### src/rtl/bus_cycle_pkg.sv
// Shared state/mode encodings, default bus timing and a window helper for bus_cycle_gen.
package bus_cycle_pkg;

  typedef enum logic [1:0] {
    ST_IDLE = 2'd0,
    ST_ADDR = 2'd1,
    ST_DATA = 2'd2,
    ST_GAP  = 2'd3
  } state_e;

  typedef enum logic {
    PH_ADDR = 1'b0,
    PH_DATA = 1'b1
  } phase_e;

  typedef enum logic {
    MODE_WRITE = 1'b0,
    MODE_READ  = 1'b1
  } mode_e;

  localparam int DEF_DATA_W    = 8;
  localparam int DEF_T_CYCLE   = 32;
  localparam int DEF_T_STB_ON  = 1;
  localparam int DEF_T_STB_OFF = 16;
  localparam int DEF_T_AD_HI   = 18;
  localparam int DEF_T_DRV_ON  = 6;
  localparam int DEF_T_DRV_OFF = 26;
  localparam int DEF_T_LATCH   = 15;
  localparam int DEF_T_GAP     = 4;

  // Half-open window test: lo <= k < hi.
  function automatic logic inWindow(input int k, input int lo, input int hi);
    return (k >= lo) && (k < hi);
  endfunction

endpackage

### src/rtl/bus_cycle_gen_phase_timer.sv
// Per-phase clock counter: clear has priority, counts while enabled and parks at terminal count.
module phase_timer #(
  parameter int T_CYCLE = 32,
  parameter int CNT_W   = (T_CYCLE > 1) ? $clog2(T_CYCLE) : 1
) (
  input  logic             clk,
  input  logic             reset,
  input  logic             clear_i,
  input  logic             en_i,
  output logic [CNT_W-1:0] count_o,
  output logic [CNT_W-1:0] countNext_o,
  output logic             tc_o
);

  logic [CNT_W-1:0] count_q;
  logic [CNT_W-1:0] count_d;

  assign tc_o = (count_q == CNT_W'(T_CYCLE - 1));

  always_comb begin
    count_d = count_q;
    if (clear_i) begin
      count_d = '0;
    end else if (en_i && !tc_o) begin
      count_d = count_q + CNT_W'(1);
    end
  end

  always_ff @(posedge clk or posedge reset) begin
    if (reset) begin
      count_q <= '0;
    end else begin
      count_q <= count_d;
    end
  end

  assign count_o     = count_q;
  assign countNext_o = count_d;

endmodule

### src/rtl/bus_cycle_gen.sv
// Address/data strobe generator for a multiplexed AD/CS/WR/RD peripheral bus.
// Define BUS_CYCLE_GAP_EN to add a T_GAP-clock GAP state after every transaction.
module bus_cycle_gen
  import bus_cycle_pkg::*;
#(
  parameter int DATA_W    = DEF_DATA_W,
  parameter int T_CYCLE   = DEF_T_CYCLE,
  parameter int T_STB_ON  = DEF_T_STB_ON,
  parameter int T_STB_OFF = DEF_T_STB_OFF,
  parameter int T_AD_HI   = DEF_T_AD_HI,
  parameter int T_DRV_ON  = DEF_T_DRV_ON,
  parameter int T_DRV_OFF = DEF_T_DRV_OFF,
  parameter int T_LATCH   = DEF_T_LATCH,
  parameter int T_GAP     = DEF_T_GAP
) (
  input  logic              clk,
  input  logic              reset,
  input  logic              req,
  input  logic              rw,
  input  logic [DATA_W-1:0] addr,
  input  logic [DATA_W-1:0] wdata,
  input  logic              abort,
  input  logic [DATA_W-1:0] bus_in,
  output logic              ack,
  output logic              busy,
  output logic              done,
  output logic [DATA_W-1:0] rd_data,
  output logic              CS,
  output logic              WR,
  output logic              RD,
  output logic              AD,
  output logic [DATA_W-1:0] bus_out,
  output logic              bus_oe,
  output logic              LL
);

  localparam int CNT_W = (T_CYCLE > 1) ? $clog2(T_CYCLE) : 1;
  localparam logic [CNT_W-1:0] GAP_LAST = CNT_W'(T_GAP - 1);

`ifdef BUS_CYCLE_GAP_EN
  localparam state_e AFTER_DATA = ST_GAP;
`else
  localparam state_e AFTER_DATA = ST_IDLE;
`endif

  state_e            state_q, state_d;
  mode_e             rw_q;
  logic [DATA_W-1:0] addr_q, wdata_q;
  logic [CNT_W-1:0]  cnt, cntNext;
  logic              tc, tmrClear, tmrEn, accept;
  int                kNow, kNext;
  logic              nAddr, nWrite, nRead, stbWin, drvWin;

  logic              cs_q, cs_d, wr_q, wr_d, rd_q, rd_d, ad_q, ad_d;
  logic              oe_q, oe_d, ll_q, ll_d, busy_q, busy_d, done_q, done_d;
  logic [DATA_W-1:0] busOut_q, busOut_d, rdData_q, rdData_d;

  // ack is the only output not taken from a flop: it must land in the same IDLE clock as req.
  assign accept = (state_q == ST_IDLE) && req;
  assign ack    = accept;

  assign tmrClear = (state_d != state_q);
  assign tmrEn    = (state_q != ST_IDLE);

  phase_timer #(
    .T_CYCLE (T_CYCLE),
    .CNT_W   (CNT_W)
  ) u_timer (
    .clk         (clk),
    .reset       (reset),
    .clear_i     (tmrClear),
    .en_i        (tmrEn),
    .count_o     (cnt),
    .countNext_o (cntNext),
    .tc_o        (tc)
  );

  always_comb begin
    state_d = state_q;
    case (state_q)
      ST_IDLE: if (req) state_d = ST_ADDR;
      ST_ADDR: begin
        if (abort)   state_d = ST_IDLE;
        else if (tc) state_d = ST_DATA;
      end
      ST_DATA: begin
        if (abort)   state_d = ST_IDLE;
        else if (tc) state_d = AFTER_DATA;
      end
      ST_GAP:  if (abort || (cnt == GAP_LAST)) state_d = ST_IDLE;
      default: state_d = ST_IDLE;
    endcase
  end

  // Outputs are decoded from the next state/count so the flops show the window for the current k.
  assign kNow   = int'(cnt);
  assign kNext  = int'(cntNext);
  assign nAddr  = (state_d == ST_ADDR);
  assign nWrite = (state_d == ST_DATA) && (rw_q == MODE_WRITE);
  assign nRead  = (state_d == ST_DATA) && (rw_q == MODE_READ);
  assign stbWin = inWindow(kNext, T_STB_ON, T_STB_OFF);
  assign drvWin = inWindow(kNext, T_DRV_ON, T_DRV_OFF);

  always_comb begin
    cs_d     = ~(stbWin && (nAddr || nWrite || nRead));
    wr_d     = ~(stbWin && (nAddr || nWrite));
    rd_d     = ~(stbWin && nRead);
    ad_d     = ~(nAddr && (kNext < T_AD_HI));
    oe_d     = drvWin && (nAddr || nWrite);
    ll_d     = nRead && (kNext == T_LATCH);
    busy_d   = (state_d != ST_IDLE);
    done_d   = (state_q == ST_DATA) && tc && !abort;
    busOut_d = busOut_q;
    if (nAddr) begin
      busOut_d = accept ? addr : addr_q;
    end else if (nWrite) begin
      busOut_d = wdata_q;
    end
    rdData_d = rdData_q;
    if ((state_q == ST_DATA) && (rw_q == MODE_READ) && (kNow == T_LATCH) && !abort) begin
      rdData_d = bus_in;
    end
  end

  always_ff @(posedge clk or posedge reset) begin
    if (reset) begin
      state_q  <= ST_IDLE;
      rw_q     <= MODE_WRITE;
      addr_q   <= '0;
      wdata_q  <= '0;
      cs_q     <= 1'b1;
      wr_q     <= 1'b1;
      rd_q     <= 1'b1;
      ad_q     <= 1'b1;
      oe_q     <= 1'b0;
      ll_q     <= 1'b0;
      busy_q   <= 1'b0;
      done_q   <= 1'b0;
      busOut_q <= '0;
      rdData_q <= '0;
    end else begin
      state_q  <= state_d;
      if (accept) begin
        rw_q    <= mode_e'(rw);
        addr_q  <= addr;
        wdata_q <= wdata;
      end
      cs_q     <= cs_d;
      wr_q     <= wr_d;
      rd_q     <= rd_d;
      ad_q     <= ad_d;
      oe_q     <= oe_d;
      ll_q     <= ll_d;
      busy_q   <= busy_d;
      done_q   <= done_d;
      busOut_q <= busOut_d;
      rdData_q <= rdData_d;
    end
  end

  assign CS      = cs_q;
  assign WR      = wr_q;
  assign RD      = rd_q;
  assign AD      = ad_q;
  assign bus_oe  = oe_q;
  assign LL      = ll_q;
  assign busy    = busy_q;
  assign done    = done_q;
  assign bus_out = busOut_q;
  assign rd_data = rdData_q;

endmodule
### config.mk
export PLATFORM = sky130hd
export DESIGN_NAME = bus_cycle_gen
export DESIGN_NICKNAME = d
export VERILOG_FILES = /design/src/rtl/bus_cycle_pkg.sv /design/src/rtl/bus_cycle_gen_phase_timer.sv /design/src/rtl/bus_cycle_gen.sv
export SDC_FILE = /design/constraint.sdc
export NUM_CORES = 1
export LEC_CHECK = 0
export BUFFER_PORTS_ARGS = -buffer_cell sky130_fd_sc_hd__buf_2
export CORE_MARGIN = 10
export CORE_UTILIZATION = 52
export DETAILED_ROUTE_END_ITERATION = 8
export GPL_TIMING_DRIVEN = 0
export PLACE_DENSITY_LB_ADDON = 0.25
export SYNTH_ARGS = -nofsm -noshare
export SYNTH_HDL_FRONTEND = slang
export SYNTH_SLANG_ARGS = --single-unit
export TNS_END_PERCENT = 5
### constraint.sdc
create_clock -name clk -period 3.24 [get_ports clk]
set_input_delay 0.162 -clock clk [delete_from_list [all_inputs] [get_ports clk]]
set_output_delay 0.162 -clock clk [all_outputs]
set_load 0.005 [all_outputs]
==> results of run 1 <==
state kept, by name, summed over array words and instances (netlist names):
name	flops
state_q	2
wdata_q	8
CS	1
done	1
AD	1
addr_q	8
LL	1
rw_q	1
RD	1
bus_out	8
bus_oe	1
WR	1
rd_data	8
u_timer.count_o	5
busy	1
synth_stat cells (2+ instances only):
library cell  number
dfrtp_1           44
mux2_2            25
nand2_1           16
nor2_1            16
nor3_1             9
buf_6              6
o31ai_1            6
a21oi_1            4
dfstp_2            4
inv_1              4
ha_1               3
o21ai_0            3
clkbuf_1           2
nand3_1            2
nand3b_1           2
nor2b_1            2
o31ai_2            2
layer usage:
layer	wire length [um]	global-route usage	up-vias
li1	-	-	741
met1	2010	0.159	738
met2	2040	0.193	49
met3	426	0.0535	7
met4	56	0.0359	0
met5	0	0	-
kinds of logic after synthesis:
group	synth area share
AO/OA/AOI/OAI	0.0877
XOR/XNOR	0.00798
adder cells (fa/ha/maj)	0.0171
buffers and inverters	0.0444
flip-flops	0.549
multiplexers	0.133
AND/OR/NAND/NOR	0.161
cell usage in the layout, fill, tap and decap left out, types with 3 or more instances in the layout:
master / instances
buf_2: 52
dfrtp_1: 44
mux2_2: 25
nand2_1: 16
nor2_1: 16
nor3_1: 9
buf_6: 6
o31ai_1: 6
clkbuf_8: 5
dfstp_2: 4
clkbuf_1: 4
a21oi_1: 4
inv_1: 3
o21ai_0: 3
ha_1: 3
report_power, final:
group,switching [mW],internal [mW],total [mW],leakage (nW)
clock network,0.185,0.231,0.416,0.0524
logic,0.186,0.187,0.373,0.603
registers,0.0528,0.712,0.765,0.598
total,0.425,1.13,1.56,1.25
worst paths after layout:
path / start / to / slack, ns / depth (start not counted)
hold / removal: wdata[1] / wdata_q[1]$_DFFE_PP0P_ / 0.09 / 2
max in group asynchronous: reset / CS$_DFF_PP1_ / 2.37 / 4
setup / recovery: u_timer.count_o[0]$_DFF_PP0_ / bus_out[1]$_DFFE_PP0N_ / 0.65 / 10
hold reg to reg: bus_out[5]$_DFFE_PP0N_ / bus_out[5]$_DFFE_PP0N_ / 0.48 / 2
min in group asynchronous: reset / rd_data[3]$_DFFE_PP0P_ / 0.34 / 3
setup reg to reg: u_timer.count_o[0]$_DFF_PP0_ / bus_out[1]$_DFFE_PP0N_ / 0.65 / 10
worst reg2reg max path: cells and delay by family, from the launching register on:
family / cells / cell delay [ns]
adder cells (fa/ha/maj): 2 / 0.42
AO/OA/AOI/OAI: 2 / 0.36
flip-flops: 1 / 0.41
AND/OR/NAND/NOR: 3 / 0.89
buffers and inverters: 3 / 0.43
repair_timing:
action | 4_1_cts | 5_1_grt
endpoints found under the setup margin | 0 | 0
hold buffers | 1 | 0
endpoints found under the hold margin | 11 | 0
buffers inserted | 0 | 0
stage by stage:
stage	hold slack (ns)	cells	area [um2]	worst slack [ns]	utilization
after floorplan	0.314	176	2200	0.913	-
after global placement	0.394	278	2520	0.667	0.621
after detailed placement	0.110	279	2540	0.648	0.626
after CTS	0.0861	288	2660	0.621	0.654
after global routing	0.0830	288	2660	0.465	0.654
final	0.0891	288	2660	0.648	0.654
area by class of cell:
class	count	area share
clock buffers	7	0.0287
well taps	50	0.0236
multi-input cells	115	0.336
plain buffers	9	0.0311
inverters	4	0.00566
repair buffers	54	0.109
flip-flops and latches	48	0.454
clock inverters	1	0.0113
==> key figures, run 1 <==
Detailed routing
  – Iteration-0 DRC Markers: 142
  – DRC Markers: 0
  – Vias: 1535
  – Vias/cell: 5.33
  – WL final: 4530 um
  – Drt first pass iters: 4
  – Routed len/inst: 15.7 um
  – Final ANT Viol Nets: 0

Synthesis
  – Largest area contributor in the netlist: dfrtp_1
  – Post-synth ARST share: 1.00
  – Avg Cell Area, Syn: 12.5 um2
  – Register area share after synthesis: 0.549
  – Number of enable flip-flop cells after synthesis: 0
  – Number of distinct library cells after synthesis: 43
  – Top cell type's share of synthesized area: 0.501
  – Mapped Cells: 176
  – Syn. warnings: 0
  – Syn Nets: 208
  – Post-Syn Area: 0.00220 mm2
  – Dominant synthesized flop cell: dfrtp_1
  – Seq cells post-synth: 48
  – Top post-synthesis cells by area: dfrtp_1 (50%), mux2_2 (13%), dfstp_2 (4.8%), buf_6 (3.1%), nand2_1 (2.7%)

Clock tree
  – Clock buffer depth: 2
  – Clk Latency, worst-skew pair: 0.30 ns
  – CTS root buf: clkbuf_8
  – H-Tree Depth: 2
  – Post-cts resize count: 0
  – CTS tree: yes
  – Sink Count: 48
  – CTS clock-pin slew for the worst setup and hold paths: 0.09 ns
  – Num CTS Buffers: 5

Pwr
  – Max VDD drop: 0.000392 V
  – Leak: 1.25 nW
  – Pwr/cell area: 586 mW/mm2
  – Pwr Total: 1.56 mW

Layout
  – # nets final: 269
  – Fillers: 319
  – Area of the multi-input gates: 892 um2
  – Share of cells above drive strength 1: 0.450
  – Layout area overhead: 20.9%
  – FF/Latch Area: 0.00121 mm2
  – Ant diodes: 0

STA
  – # setup viols final: 0
  – TNS Setup: 0 ns
  – Max frequency: 386 MHz
  – Slew Viols, Final: 0
  – Unrepaired setup endpoints after global routing: false
  – Final Skew: 0.0144 ns
  – Fin crit period: 2.59 ns
  – Final hold violations: 0
  – Slew @ Worst Pin: 0.864 ns
  – Slew margin rel.: 0.423
  – Tcrit/Tclk final: 0.800

Critical path
  – Worst path bufs/invs: 3
  – Worst EP arrival: 2.80 ns
  – Slowest CP cell: nor4b_4
  – Data required time of the critical path: 3.45 ns
  – Crit start category: register
  – Cell Chain, Critical Path: ha_1 > and3_1 > ha_1 > buf_6 > nor4b_4 > nor2_2 > o31a_1 > buf_6 > buf_6 > o31ai_2
  – Crit. End Element: register
  – CP most frequent cell: buf_6
  – Worst stage delay on the critical path: 0.58 ns
  – Critical path type: register to register
  – CP delay by family, top: simple AND/OR/NAND/NOR gates
  – Critical path peak fanout: 10

Floorplan
  – Core ar.: 0.00406 mm2
  – DIE WIDTH: 85.0 um
  – Num ports: 54
  – Cell row count: 23
  – Die height: 85.0 um
  – Initial Utilization: 0.541
  – Area of the die: 0.00722 mm2

Status
  – Outcome: finished clean

Global routing
  – GRT Overall Usage: 0.127
  – First-pass GRT wire length: 7620 um
  – Vias in the first global route: 1561
  – Largest net degree at the start of global routing: 38
  – Antenna violations before repair: 0
  – GR Overflow Total: 0

Min path
  – HP Class: input pin to register

Placed design
  – Port buffer count: 52
  – Hpwl dp: 3380 um
  – Final GP Congestion: 0.752

Job
  – Max_cap viols: 0
Power figures use the tool's default switching activity.
==> run 2, diff against run 1 <==
--- a/config.mk
+++ b/config.mk
@@ -7,7 +7,7 @@
 export LEC_CHECK = 0
 export BUFFER_PORTS_ARGS = -buffer_cell sky130_fd_sc_hd__buf_2
 export CORE_MARGIN = 10
-export CORE_UTILIZATION = 52
+export CORE_UTILIZATION = 47
 export DETAILED_ROUTE_END_ITERATION = 8
 export GPL_TIMING_DRIVEN = 0
 export PLACE_DENSITY_LB_ADDON = 0.25
==> constraint.sdc (replaced) <==
create_clock -name clk -period 2.3 [get_ports clk]
set_input_delay 0.115 -clock clk [delete_from_list [all_inputs] [get_ports clk]]
set_output_delay 0.115 -clock clk [all_outputs]
set_load 0.005 [all_outputs]
==> run 2 against run 1 <==
- the run now ends with setup timing left
- final cell count increased by 3.1%
- die area increased by 8.1%
- core utilization decreased by 1.8 points
- global-route usage increased by 0.36 points
- routed wire length increased by 5.7%
- fmax increased by 11%
- largest power group unchanged
==> key figures, run 2 (synthesis gave the netlist of run 1 again) <==
Status
  – Failing checks: setup timing
  – Outcome: finished, violations left

Detailed routing
  – Vias/cell: 5.31 (-0.31%)
  – Final ANT Viol Nets: 0 (unchanged)
  – Routed len/inst: 16.1 um (+2.5%)
  – Drt first pass iters: 6 (+2)
  – Vias: 1578 (+2.8%)
  – Iteration-0 DRC Markers: 90 (-37%)
  – WL final: 4780 um (+5.7%)
  – DRC Markers: 0 (unchanged)

Pwr
  – Seq pwr share: 0.485 (-0.007)
  – Leak: 1.29 nW (+3.3%)
  – Cell internal pwr: 1.57 mW (+39%)
  – Net Sw Frac: 0.296 (+0.0227)
  – Clock share of power: 0.241 (-0.027)
  – Max VDD drop: 0.000387 V (-1.3%)
  – Pwr/cell area: 787 mW/mm2 (+34%)
  – Gate power share: 0.274 (+0.034)
  – Net switching power: 0.658 mW (+55%)

Critical path
  – Crit path from: u_timer.count_o[0]$_DFF_PP0_
  – Data required time of the critical path: 2.53 ns (-0.92 ns)
  – Crit. End Element: register
  – Critical path peak fanout: 5 (-5)
  – Critical path type: register to register
  – Worst EP arrival: 2.56 ns (-0.24 ns)
  – FF-to-FF Start: u_timer.count_o[0]$_DFF_PP0_
  – Worst R2R End: CS$_DFF_PP1_
  – Cell Chain, Critical Path: ha_4 > and3_4 > ha_4 > o21bai_4 > or3_4 > and3_4 > a311oi_4 > o21ai_1
  – Critical path depth: 8 (-2)
  – Setup crit end: CS$_DFF_PP1_
  – Worst path bufs/invs: 0 (-3)
  – Reg2Reg Depth: 8 (-2)
  – Crit start category: register
  – Slowest CP cell: dfrtp_1
  – CP delay by family, top: simple AND/OR/NAND/NOR gates
  – Reg2reg setup slack: -0.04 ns (-0.68 ns)
  – Worst stage delay on the critical path: 0.44 ns (-0.14 ns)

STA
  – Unrepaired setup endpoints after global routing: true
  – Slew @ Worst Pin: 0.576 ns (-0.288 ns)
  – Slew Viols, Final: 0 (unchanged)
  – Final hold slack: 0.0375 ns (-0.0516 ns)
  – Worst setup margin: -0.0360 ns (-0.684 ns)
  – Final hold violations: 0 (unchanged)
  – Final Skew: 0.00839 ns (-0.00601 ns)
  – Tcrit/Tclk final: 1.02 (+0.216)
  – TNS Setup: -0.0792 ns (-0.0792 ns)
  – Slew margin rel.: 0.614 (+0.192)
  – Max frequency: 428 MHz (+11%)
  – Fin crit period: 2.34 ns (-0.256 ns)
  – # setup viols final: 4 (+4)

Floorplan
  – Area of the die: 0.00781 mm2 (+8.1%)
  – Cell row count: 24 (+4.3%)
  – Core ar.: 0.00444 mm2 (+9.5%)
  – Initial Utilization: 0.494 (-0.0471)
  – Die height: 88.4 um (+4.0%)
  – DIE WIDTH: 88.4 um (+4.0%)
  – Num ports: 54 (unchanged)

Placed design
  – Final GP Congestion: 0.758 (+0.82%)
  – Worst slack at placement: -0.282 ns (-0.931 ns)
  – Port buffer count: 52 (unchanged)
  – Hpwl dp: 3450 um (+2.1%)

Layout
  – Ant diodes: 0 (unchanged)
  – Most common cell after layout, fill and taps aside: buf_2
  – Share of cells above drive strength 1: 0.510 (+0.0606)
  – Layout area overhead: 28.7%
  – Most frequent cells in the layout: buf_2 (52), dfrtp_1 (44), mux2_2 (25)
  – # nets final: 276 (+2.6%)

Global routing
  – Antenna violations before repair: 0 (unchanged)
  – GR Overflow Total: 0 (unchanged)
  – Largest net degree at the start of global routing: 30 (-21%)
  – Vias in the first global route: 1659 (+6.3%)
  – GRT Overall Usage: 0.130 (+0.00361)
  – First-pass GRT wire length: 7960 um (+4.3%)

Clock tree
  – CTS root buf: clkbuf_8
  – Clock buffer depth: 2 (unchanged)
  – Num CTS Buffers: 5 (unchanged)
  – H-Tree Depth: 2 (unchanged)
  – Sink Count: 48 (unchanged)
  – CTS tree: yes
  – Clk Latency, worst-skew pair: 0.31 ns (about the same)
  – CTS clock-pin slew for the worst setup and hold paths: 0.09 ns (about the same)

Job
  – Max_cap viols: 0 (unchanged)

Min path
  – HP Class: input pin to register
  – Hold Startpoint: bus_in[3]
==> run 2: changes by cell type in the layout (fill, tap and decap cells not counted), sizes merged <==
cell	previous run	this run
buf	60	67
clkinv	0	1
bufinv	1	0
clkbuf	9	8
inv	4	5
==> run 2: cell type report <==
cell class,instances,area (um2)
timing repair buffer,62,375
fill,368,1620
tap,52,65.1
clock inverter,2,13.8
sequential,48,1210
buffer,8,75.1
inverter,4,15.0
clock buffer,6,82.6
multi-input combinational,115,993
==> run 2: timing repair <==
item,CTS,global route
hold endpoints to repair,15,0
pin swaps,5,5
buffers inserted,1,7
hold buffers,1,0
endpoints found under the setup margin,23,13
resized for setup,6,11
==> run 2: worst register-to-register path, cell delays in order (launching register included) <==
cell and delay [ns]:
dfrtp_1 0.44, ha_4 0.19, and3_4 0.18, ha_4 0.18, o21bai_4 0.22, or3_4 0.41
and3_4 0.22, a311oi_4 0.32, o21ai_1 0.11
==> run 2: routing by layer <==
layer	vias to the layer above	wire length, um	track usage
li1	758	-	-
met1	775	2030	0.150
met2	41	2280	0.204
met3	4	409	0.0588
met4	0	65	0.0587
met5	-	0	0
==> run 2: worst min-delay path by stage <==
stage	endpoint	slack [ns]	cells after the start
3_3_place_gp	rd_data[1]$_DFFE_PP0P_	0.35	2
2_1_floorplan	rw_q$_DFFE_PP0P_	0.27	1
4_1_cts	rd_data[3]$_DFFE_PP0P_	0.02	2
5_1_grt	wdata_q[0]$_DFFE_PP0P_	0.02	2
3_5_place_dp	rd_data[6]$_DFFE_PP0P_	0.15	2
6_report	rd_data[3]$_DFFE_PP0P_	0.04	2
==> run 2: power by group through the flow <==
stage / sequential [mW] / clock (mW) / combinational [mW]
3_5_place_dp: 1.09 / 0 / 0.536
4_1_cts: 1.08 / 0.554 / 0.551
6_report: 1.08 / 0.536 / 0.609
2_1_floorplan: 1.09 / 0 / 0.350
3_3_place_gp: 1.09 / 0 / 0.521
5_1_grt: 1.10 / 0.587 / 0.682
==> run 2: metrics by stage <==
stage / instance area (um2) / total power [mW] / utilization / std cells
floorplan: 2200 / 1.44 / - / 176
global placement: 2530 / 1.61 / 0.569 / 280
detailed placement: 2550 / 1.63 / 0.574 / 281
CTS: 2690 / 2.18 / 0.604 / 291
global route: 2830 / 2.37 / 0.636 / 297
finish: 2830 / 2.22 / 0.636 / 297
==> run 3, diff against run 2 <==
==> constraint.sdc (replaced) <==
create_clock -name clk -period 2 [get_ports clk]
set_input_delay 0.1 -clock clk [delete_from_list [all_inputs] [get_ports clk]]
set_output_delay 0.1 -clock clk [all_outputs]
set_load 0.005 [all_outputs]
==> run 3 against run 2 <==
- the run still ends with setup timing left
- sequential power is 15% higher
- sequential share of layout area hardly changed
- first-iteration DRC count is 19% lower
- via count stayed put
==> key figures, run 3 (synthesis gave the netlist of run 1 again) <==
Global routing
  – GR Overflow Total: 0 (unchanged)
  – First-pass GRT wire length: 7600 um (-4.5%)
  – Largest net degree at the start of global routing: 44 (+47%)
  – Antenna violations before repair: 0 (unchanged)
  – GRT Overall Usage: 0.123 (-0.00718)
  – Vias in the first global route: 1557 (-6.1%)

Floorplan
  – Cell row count: 24 (unchanged)
  – Area of the die: 0.00781 mm2 (unchanged)
  – Initial Utilization: 0.494 (unchanged)
  – Core ar.: 0.00444 mm2 (unchanged)
  – DIE WIDTH: 88.4 um (unchanged)
  – Die height: 88.4 um (unchanged)
  – Num ports: 54 (unchanged)

Pwr
  – Pwr/cell area: 897 mW/mm2 (+14%)
  – Leak: 1.30 nW (+0.52%)
  – Max VDD drop: 0.000528 V (+37%)
  – Net Sw Frac: 0.293 (-0.00303)
  – Gate power share: 0.275 (about the same)
  – Pwr Total: 2.54 mW (+14%)
  – Clock share of power: 0.237 (-0.004)
  – Seq pwr share: 0.488 (+0.003)
  – Cell internal pwr: 1.80 mW (+15%)
  – Net switching power: 0.743 mW (+13%)

Detailed routing
  – Iteration-0 DRC Markers: 73 (-19%)
  – WL final: 4740 um (-0.86%)
  – Vias/cell: 5.30 (-0.34%)
  – Drt first pass iters: 4 (-2)
  – Vias: 1578 (unchanged)
  – Routed len/inst: 15.9 um (-1.2%)
  – DRC Markers: 0 (unchanged)
  – Final ANT Viol Nets: 0 (unchanged)

Clock tree
  – Sink Count: 48 (unchanged)
  – CTS tree: yes
  – Clock buffer depth: 2 (unchanged)
  – CTS clock-pin slew for the worst setup and hold paths: 0.09 ns (about the same)
  – CTS root buf: clkbuf_8
  – Num CTS Buffers: 5 (unchanged)
  – Clk Latency, worst-skew pair: 0.30 ns (about the same)
  – H-Tree Depth: 2 (unchanged)

Placed design
  – Final GP Congestion: 0.784 (+3.4%)
  – Port buffer count: 52 (unchanged)
  – Worst slack at placement: -0.483 ns (-0.200 ns)
  – Hpwl dp: 3410 um (-1.2%)

STA
  – Tcrit/Tclk final: 1.11 (+0.0896)
  – Unrepaired setup endpoints after global routing: true
  – Slew Viols, Final: 0 (unchanged)
  – Worst setup margin: -0.210 ns (-0.174 ns)
  – Max frequency: 452 MHz (+5.7%)
  – # setup viols final: 22 (+18)
  – Final Skew: 0.00445 ns (-0.00394 ns)
  – Slew margin rel.: 0.629 (+0.0148)
  – TNS Setup: -2.13 ns (-2.05 ns)
  – Slew @ Worst Pin: 0.554 ns (-0.0220 ns)
  – Final hold slack: 0.0269 ns (-0.0107 ns)
  – Final hold violations: 0 (unchanged)
  – Fin crit period: 2.21 ns (-0.126 ns)

Status
  – Failing checks: setup timing
  – Outcome: finished, violations left

Layout
  – Post-layout util: 0.637 (+0.00113)
  – Share of cells above drive strength 1: 0.528 (+0.0183)
  – Area of the multi-input gates: 993 um2 (unchanged)
  – Most common cell after layout, fill and taps aside: buf_2
  – Fillers: 351 (-4.6%)
  – Most frequent cells in the layout: buf_2 (52), dfrtp_1 (42), mux2_2 (25)
  – Ant diodes: 0 (unchanged)
  – FF/Latch Area: 0.00121 mm2 (+0.21%)
  – Layout area overhead: 28.9%
  – # nets final: 277 (+0.36%)

Critical path
  – Worst EP arrival: 2.43 ns (-0.13 ns)
  – Critical path peak fanout: 7 (+2)
  – Crit. End Element: register
  – Crit start category: register
  – Critical path type: register to register
  – Reg2reg setup slack: -0.21 ns (-0.17 ns)
  – Data required time of the critical path: 2.22 ns (-0.31 ns)

Job
  – Max_cap viols: 0 (unchanged)

Min path
  – HP Class: input pin to register
run 3: cell types whose count changed in the layout (fill, tap and decap cells not counted), sizes merged:
cell / before / now
buf: 67 / 68
run 3: area by class of cell:
cell class | count | share of cell area
sequential | 48 | 0.427
clock buffer | 6 | 0.0292
buffer | 8 | 0.0292
timing repair buffer | 63 | 0.131
inverter | 4 | 0.00530
multi-input combinational | 115 | 0.351
clock inverter | 2 | 0.00486
tap | 52 | 0.0230
run 3: worst max-delay path: stages, from the launching register on:
cell      delay (ns)
dfrtp_1         0.39
ha_2            0.20
and3_4          0.19
ha_4            0.17
o21bai_4        0.22
or3_4           0.38
and3_4          0.18
a311oi_4        0.29
o21ai_1         0.11
run 3: metal layers:
layer,vias up,wire [um],GRT usage,share of wire
met4,0,44,0.0308,0.0093
met3,5,418,0.0542,0.088
met2,41,2340,0.201,0.49
li1,759,-,-,-
met1,773,1940,0.145,0.41
met5,-,0,0,0
run 3: power by group through the flow:
| stage | combinational [mW] | clock [mW] | sequential (mW) |
|---|---|---|---|
| 3_3_place_gp | 0.601 | 0 | 1.25 |
| 6_report | 0.698 | 0.601 | 1.24 |
| 2_1_floorplan | 0.403 | 0 | 1.25 |
| 5_1_grt | 0.778 | 0.664 | 1.26 |
| 4_1_cts | 0.658 | 0.619 | 1.24 |
| 3_5_place_dp | 0.614 | 0 | 1.26 |
run 3: metrics by stage:
step	instance area, um2	instances
global route	2830	298
global placement	2550	280
floorplan	2220	176
finish	2830	298
detailed placement	2570	281
CTS	2770	297
run 3: worst paths after layout:
check | to | depth (start not counted) | startpoint
worst max register to register | CS$_DFF_PP1_ | 8 | u_timer.count_o[0]$_DFF_PP0_
worst min register to register | bus_out[4]$_DFFE_PP0N_ | 2 | bus_out[4]$_DFFE_PP0N_
max in group asynchronous | AD$_DFF_PP1_ | 4 | reset
min in group asynchronous | addr_q[7]$_DFF_PP0_ | 3 | reset
worst min-delay path | wdata_q[6]$_DFFE_PP0P_ | 2 | wdata[6]
worst max-delay path | CS$_DFF_PP1_ | 8 | u_timer.count_o[0]$_DFF_PP0_
run 3: timing repair:
item	4_1_cts	5_1_grt
pin swaps	6	5
endpoints found under the hold margin	44	0
resized for setup	6	11
hold buffers	1	0
buffers inserted	8	1
endpoints found under the setup margin	24	38
